[src/rtl/mcac_sched_pkg.sv]
// Shared constants, state encoding and write latency for the coefficient-update scheduler.
// Optional build macro: BCOEF_SCHED_PIPE_EN (adds one datapath register stage, WL=2).
package mcac_sched_pkg;

  localparam int NTAP  = 6;
  localparam int TAP_W = 3;

`ifdef BCOEF_SCHED_PIPE_EN
  localparam int WL = 2;
`else
  localparam int WL = 1;
`endif

  localparam logic [TAP_W-1:0] LAST_TAP = TAP_W'(NTAP - 1);

  typedef enum logic [1:0] {
    IDLE  = 2'd0,
    ISSUE = 2'd1,
    DRAIN = 2'd2,
    FIN   = 2'd3
  } state_t;

endpackage

[src/rtl/bsched_wr_pipe.sv]
// WL-deep register chain delaying the read strobe {en, ch, tap} into the write strobe.
// Depth follows mcac_sched_pkg::WL, which depends on BCOEF_SCHED_PIPE_EN.
module bsched_wr_pipe
  import mcac_sched_pkg::*;
#(
  parameter int CHW   = 5,
  parameter int DEPTH = WL
) (
  input  logic             clk,
  input  logic             reset,
  input  logic             rd_en,
  input  logic [CHW-1:0]   rd_ch,
  input  logic [TAP_W-1:0] rd_tap,
  output logic             wr_en,
  output logic [CHW-1:0]   wr_ch,
  output logic [TAP_W-1:0] wr_tap
);

  localparam int W = 1 + CHW + TAP_W;

  logic [W-1:0] stg [DEPTH];

  always_ff @(posedge clk) begin
    if (reset) begin
      for (int i = 0; i < DEPTH; i++) stg[i] <= '0;
    end else begin
      stg[0] <= {rd_en, rd_ch, rd_tap};
      for (int i = 1; i < DEPTH; i++) stg[i] <= stg[i-1];
    end
  end

  assign {wr_en, wr_ch, wr_tap} = stg[DEPTH-1];

endmodule

[src/rtl/bcoef_update_sched.sv]
// Sequences six tap reads, delayed write-backs and one DQ shift per channel update.
// BCOEF_SCHED_PIPE_EN selects WL=2 (two DRAIN cycles) instead of WL=1.
module bcoef_update_sched
  import mcac_sched_pkg::*;
#(
  parameter int NCH = 32,
  parameter int CHW = $clog2(NCH)
) (
  input  logic             clk,
  input  logic             reset,
  input  logic             start,
  input  logic [CHW-1:0]   ch_in,
  input  logic             tr_in,
  input  logic [1:0]       rate_in,
  output logic             busy,
  output logic             done,
  output logic             rd_en,
  output logic [CHW-1:0]   rd_ch,
  output logic [TAP_W-1:0] rd_tap,
  output logic             wr_en,
  output logic [CHW-1:0]   wr_ch,
  output logic [TAP_W-1:0] wr_tap,
  output logic [1:0]       dp_rate,
  output logic             dp_tr,
  output logic             dqn_shift,
  output logic             err_overrun,
  output state_t           fsm_state
);

  localparam logic [1:0] DRAIN_LAST = 2'(WL - 1);

  // Handshake: start is a one-cycle request with no ready; it is accepted only
  // in IDLE with an in-range channel, otherwise it is dropped and flagged.

  state_t           state, state_nxt;
  logic [CHW-1:0]   ch_q;
  logic             tr_q;
  logic [1:0]       rate_q;
  logic [TAP_W-1:0] tap_cnt;
  logic [1:0]       drain_cnt;
  logic             err_q;
  logic             in_range;
  logic             accept;
  logic             reject;

  // Widened compare keeps power-of-two NCH (where NCH does not fit in CHW) correct.
  assign in_range = ({1'b0, ch_in} < (CHW+1)'(NCH));
  assign accept   = start && (state == IDLE) && in_range;
  assign reject   = start && !accept;

  always_ff @(posedge clk) begin
    if (reset) state <= IDLE;
    else       state <= state_nxt;
  end

  always_comb begin
    state_nxt = state;
    rd_en     = 1'b0;
    rd_tap    = '0;
    done      = 1'b0;
    dqn_shift = 1'b0;
    case (state)
      IDLE:  if (accept) state_nxt = ISSUE;
      ISSUE: begin
        rd_en  = 1'b1;
        rd_tap = tap_cnt;
        if (tap_cnt == LAST_TAP) state_nxt = DRAIN;
      end
      DRAIN: if (drain_cnt == DRAIN_LAST) state_nxt = FIN;
      FIN: begin
        done      = 1'b1;
        dqn_shift = 1'b1;
        state_nxt = IDLE;
      end
      default: state_nxt = IDLE;
    endcase
  end

  always_ff @(posedge clk) begin
    if (reset) begin
      ch_q      <= '0;
      tr_q      <= 1'b0;
      rate_q    <= '0;
      tap_cnt   <= '0;
      drain_cnt <= '0;
      err_q     <= 1'b0;
    end else begin
      if (accept) begin
        ch_q    <= ch_in;
        tr_q    <= tr_in;
        rate_q  <= rate_in;
        tap_cnt <= '0;
      end else if (state == ISSUE) begin
        tap_cnt <= (tap_cnt == LAST_TAP) ? '0 : tap_cnt + 1'b1;
      end
      drain_cnt <= (state == DRAIN) ? drain_cnt + 1'b1 : '0;
      if (reject) err_q <= 1'b1;
    end
  end

  assign busy        = (state != IDLE);
  assign rd_ch       = ch_q;
  assign dp_rate     = rate_q;
  assign dp_tr       = tr_q;
  assign err_overrun = err_q;
  assign fsm_state   = state;

  bsched_wr_pipe #(.CHW(CHW), .DEPTH(WL)) u_wr_pipe (
    .clk    (clk),
    .reset  (reset),
    .rd_en  (rd_en),
    .rd_ch  (rd_ch),
    .rd_tap (rd_tap),
    .wr_en  (wr_en),
    .wr_ch  (wr_ch),
    .wr_tap (wr_tap)
  );

endmodule

[config.mk]
export PLATFORM = sky130hd
export DESIGN_NAME = bcoef_update_sched
export DESIGN_NICKNAME = d
export VERILOG_FILES = /design/src/rtl/mcac_sched_pkg.sv /design/src/rtl/bsched_wr_pipe.sv /design/src/rtl/bcoef_update_sched.sv
export SDC_FILE = /design/constraint.sdc
export NUM_CORES = 1
export LEC_CHECK = 0
export ABC_AREA = 1
export CELL_PAD_IN_SITES_DETAIL_PLACEMENT = 0
export CELL_PAD_IN_SITES_GLOBAL_PLACEMENT = 1
export CORE_MARGIN = 4
export CORE_UTILIZATION = 30
export DETAILED_ROUTE_END_ITERATION = 8
export HOLD_SLACK_MARGIN = 0.05
export PLACE_DENSITY = 0.76
export SLEW_MARGIN = 15
export SYNTH_ARGS = -nofsm -noshare
export SYNTH_HDL_FRONTEND = slang
export SYNTH_HIERARCHICAL = 1
export SYNTH_SLANG_ARGS = --single-unit
[constraint.sdc]
create_clock -name clk -period 1.5 [get_ports clk]
set_input_delay 0.45 -clock clk [delete_from_list [all_inputs] [get_ports clk]]
set_output_delay 0.45 -clock clk [all_outputs]
set_load 0.03 [all_outputs]
**Word level (Yosys, flattened, before mapping)**

Memories as Yosys holds them, arrays and structs flattened.
Cells that the tools add are included.

- Input bits: 11
- Output and inout bits: 27
- Register bits: 16
- Word-level logic and storage cells: 41
- Memories kept: 1
- Bits in writable memories: 9

Memory list:

| name | depth | bits a word | read ports | clocked after Yosys merged registers in | wr ports | line | source |
|---|---|---|---|---|---|---|---|
| u_wr_pipe.stg | 1 | 9 | 1 | 0 | 1 | bsched_wr_pipe.sv:21 | `logic [W-1:0] stg [DEPTH];` |

- Reductions and logical operators: 10
- Add/subtract/negate cells: 2
- Muxes and demuxes: 13
- Bitwise logic cells: 1
- Equality and inequality tests: 7

Operator list:

| cell | number |
|---|---|
| two-way mux 9 bit | 1 |
| OR reduction 9 bit | 1 |
| case mux 2 bit (4 select lines) | 1 |
| two-way mux 1 bit | 6 |
| two-way mux 2 bit | 3 |
| two-way mux 3 bit | 2 |
| equality test 2 bit (second input constant) | 2 |
| logical NOT 2 bit | 2 |
| != test 2 bit (second input constant) | 2 |
| OR reduction 2 bit | 2 |
| adder 3 x 1 -> 3 bit (second input constant) | 1 |
| equality test 3 bit (second input constant) | 1 |
| AND reduction 3 bit | 1 |
| adder 2 x 1 -> 2 bit (second input constant) | 1 |
| equality test 2 x 1 -> 1 bit (second input constant) | 1 |
| logical AND 1 bit | 2 |
| != test 2 x 1 -> 1 bit (second input constant) | 1 |
| nonzero test 2 bit | 1 |
| logical NOT 1 bit | 1 |
| NOT 1 bit | 1 |

**Longest topological paths before layout**

Gate-level depths: netlist of run 1.

- Depth in word-level cells: 4
- Depth in mapped cells: 9
- Mapped depth without buffers: 9

**Modules after synthesis**

The synthesis of run 1 kept the hierarchy.

Modules (own cells, without submodules):

| module | seq. area each (um^2) | times used | cells each | area each (um^2) |
|---|---|---|---|---|
| bcoef_update_sched | 320.3 | 1 | 101 | 742.0 |
| bsched_wr_pipe | 180.2 | 1 | 28 | 259.0 |

**Least setup slack after synthesis of run 1**

Ideal clock, no wire load.

- Path kind: register -> output
- Start: register state[0], in the netlist fsm_state[0]
- End: output rd_tap[0]
- Stages on the path, launching flop included: 4
- Arrival: 1494 ps
- Path buffers: 0
- Required time: 1050 ps
- Path slack: -444 ps
- Path through: dfxtp_1 > ha_1 > nand2_1 > inv_1

- Cells in the longest elaborated chain, start to end: 2

RTL lines:

| item | line | source |
|---|---|---|
| from (decl) | bcoef_update_sched.sv:35 | `state_t state, state_nxt;` |
| from (signal assigned) | bcoef_update_sched.sv:53 | `else state <= state_nxt;` |
| equality test 2 x 1 -> 1 bit | bcoef_update_sched.sv:62 | `case (state)` |
| two-way mux 3 bit | bcoef_update_sched.sv:62 |  |
| to (decl) | bcoef_update_sched.sv:19 | `output logic [TAP_W-1:0] rd_tap,` |

Every way passes these cells.

**Final worst setup path of run 1**

- Start: register state[1], in the netlist fsm_state[1]
- End: output rd_tap[0]

Same word-level chain as after synthesis.

==> impl_metrics.toml, run 1 <==
[floorplan]
die_h_um = 65.8
dieArea_mm2 = 0.00432
die_w_um = 65.8
initial_core_util_pct = 32.0
core_area_mm2 = 0.00313
rows = 20
ios = 38

[detailed_routing]
wl_per_cell_um = 10.5
wl_um = 2400
ant_nets = 0
vias_per_cell = 4.02
drc = 0
dr.pass1.iters = 3
route.vias.total = 920
drt_iter0_drc = 52

[status]
violations = "setup timing"
status = "complete, but fails checks"

[finish]
multiInputGateArea_um2 = 420
mostFrequentLayoutCells = "nor2_1 (35), dfxtp_1 (23), inv_1 (17), buf_4 (17)"
antenna_cells = 0
fill_cells = 325
finalNetCount = 203
regArea_um2 = 508
drive_gt1_share_pct = 38.9
final_cell_count_no_fill = 229
final_common_cell = "nor2_1"
syn_to_final_growth_pct = 59.4

[power]
swShare_pct = 43.5
cellPowerDensity_mw_per_mm2 = 1830
p_clk_share_pct = 10.5
p_comb_share_pct = 58.1
p_leak_uw = 0.000759
pwr-share-seq_pct = 31.4
internal-power_uw = 1650
switchingPower_uw = 1270
irDropWorstVdd_v = 0.00107

[sta]
slew_viol_final = 0
setup_tns_ns = -0.936
hold_viol = 0
final.period_utilization_pct = 110
setup_viol = 7
max_freq_mhz = 606
fin_ws_ns = -0.151
hold-worst-slack_ns = 0.428
finalCriticalPeriod_ns = 1.65
slew_headroom_pct = 84.5
fin_skew_ns = 0.00377
rsz0062_at_grt = "yes"
worst_pin_slew_ns = 0.229

[place]
routabilityCongestion = 0.815
hpwl_um = 1780
post-place-ws_ns = -0.0764
portBuffers = 37
dp_cells = 213

[global_route]
overflow = 0
grt_max_degree = 16
grt_util_all_layers_pct = 12.0
grt_pass1_wl_um = 4020
grt_pass1_vias = 841
grt_antenna_before_repair = 0

[synthesis]
synthCells = 129
ys_types = 20
synth_nets = 146
synth_area_mm2 = 0.00100
synth_seq_cells = 25
syn_avg_cell_area_um2 = 7.76
yosysSeqAreaShare_pct = 50.0
ys_warn_count = 6

[critical_path]
cp_top_family = "flip-flops"
path_max_fanout = 6
max_stage_delay_ns = 0.38
critical-path-slowest-cell = "dfxtp_4"
arrival_ns = 1.20
critPathKind = "reg2out"
crit_path_end_kind = "output pin"
cp-start-kind = "flop"
path_buf_inv = 3
cp_cell_sequence = "inv_4, ha_4, nand2_2, inv_2, buf_6"
cp_data_required_time_ns = 1.05

[clocking]
insertion_delay_ns = 0.32
htreeDepth = 1
clk_pin_slew_ns = 0.14
clockRootBuffer = "clkbuf_4"
clockBufferDepth = 2
cts_buffers = 3
cts_hold_buf = 0
cts_tree = "built"
cts.sinks = 25

[flow_run]
drv_cap = 0

[worst_hold_path]
hold_class = "reg2reg"
-- cell type report --
| type | instances | share of cell area [%] |
|---|---|---|
| timing repair buffer | 55 | 29.8 |
| inverter | 27 | 6.67 |
| tap | 44 | 3.45 |
| clock inverter | 1 | 0.471 |
| clock buffer | 3 | 1.41 |
| multi-input combinational | 74 | 26.4 |
| sequential | 25 | 31.8 |
-- path summary, 6_finish.rpt --
path | startpoint | end | slack (ns) | depth (start not counted)
min reg2reg | drain_cnt[0]$_SDFF_PP0_ | drain_cnt[0]$_SDFF_PP0_ | 0.43 | 1
max | fsm_state[1]$_SDFFE_PP0P_ | rd_tap[0] | -0.15 | 5
min | drain_cnt[0]$_SDFF_PP0_ | drain_cnt[0]$_SDFF_PP0_ | 0.43 | 1
max reg2reg | fsm_state[0]$_SDFFE_PP0P_ | fsm_state[0]$_SDFFE_PP0P_ | 0.10 | 9
-- Yosys cell counts, drive strengths merged --
| cell | number | share of area, % |
|---|---|---|
| a211oi | 1 | 0.75 |
| o21ai | 9 | 4.9 |
| nand3 | 3 | 2.0 |
| nor3 | 1 | 0.50 |
| a21oi | 3 | 1.5 |
| nor2 | 37 | 15 |
| inv | 26 | 9.7 |
| nand2 | 14 | 5.5 |
| clkinv | 1 | 0.37 |
| dfxtp | 25 | 50 |
| ha | 6 | 7.5 |
| buf | 3 | 2.4 |
-- sequential cells by signal, summed over array words and instances, names as in the netlist --
register,flops
u_wr_pipe/stg,9
drain_cnt,2
tap_cnt,3
dp_rate,2
fsm_state,2
dp_tr,1
rd_ch,5
err_overrun,1
-- stage by stage --
step           instance area [µm²]  utilization, %  power (µW)
3_5_place_dp                  1440            46.1        2320
5_1_grt                       1600            51.0        3150
2_1_floorplan                 1020               -        1850
6_report                      1600            51.0        2920
4_1_cts                       1630            52.2        2920
3_3_place_gp                  1440            46.1        2290
-- power by group through the flow --
stage	Combinational, µW	Sequential (µW)	Clock, µW
6_report	1690	915	307
5_1_grt	1860	936	356
4_1_cts	1690	914	324
3_5_place_dp	1390	922	0
3_3_place_gp	1370	920	0
2_1_floorplan	705	1150	0
-- layer usage --
| layer | share of wire, % | track usage [%] | vias to the layer above |
|---|---|---|---|
| met2 | 49 | 21.0 | 24 |
| met3 | 5.7 | 4.44 | 2 |
| li1 | - | - | 491 |
| met5 | 0 | 0 | - |
| met1 | 45 | 14.1 | 403 |
| met4 | 0.25 | 1.55 | 0 |
-- logic make-up (layout without fill, tap and decap cells) --
logic type                 after synthesis  after routing  synth area share (%)
and+or+nand+nor                         55             55                  22.9
buffers and inverters                   30             86                  12.5
DFF                                     25             25                  50.0
AOI/OAI and AO/OA                       13             13                  7.13
adders and majority gates                6              6                  7.50
-- repair_timing --
item	in CTS	in global routing
pin swaps	3	1
endpoints found under the setup margin	25	23
resized for setup	64	22
buffers inserted	10	2
gates cloned	0	0
Note: power is estimated with default switching activity, not from simulation.
==> run 2, diff against run 1 <==
--- a/config.mk
+++ b/config.mk
@@ -6,6 +6,7 @@
 export NUM_CORES = 1
 export LEC_CHECK = 0
 export ABC_AREA = 1
+export CAP_MARGIN = 10
 export CELL_PAD_IN_SITES_DETAIL_PLACEMENT = 0
 export CELL_PAD_IN_SITES_GLOBAL_PLACEMENT = 1
 export CORE_MARGIN = 4
==> results of run 2 <==
The final DEF is identical to that of run 1; final timing and power are the same.
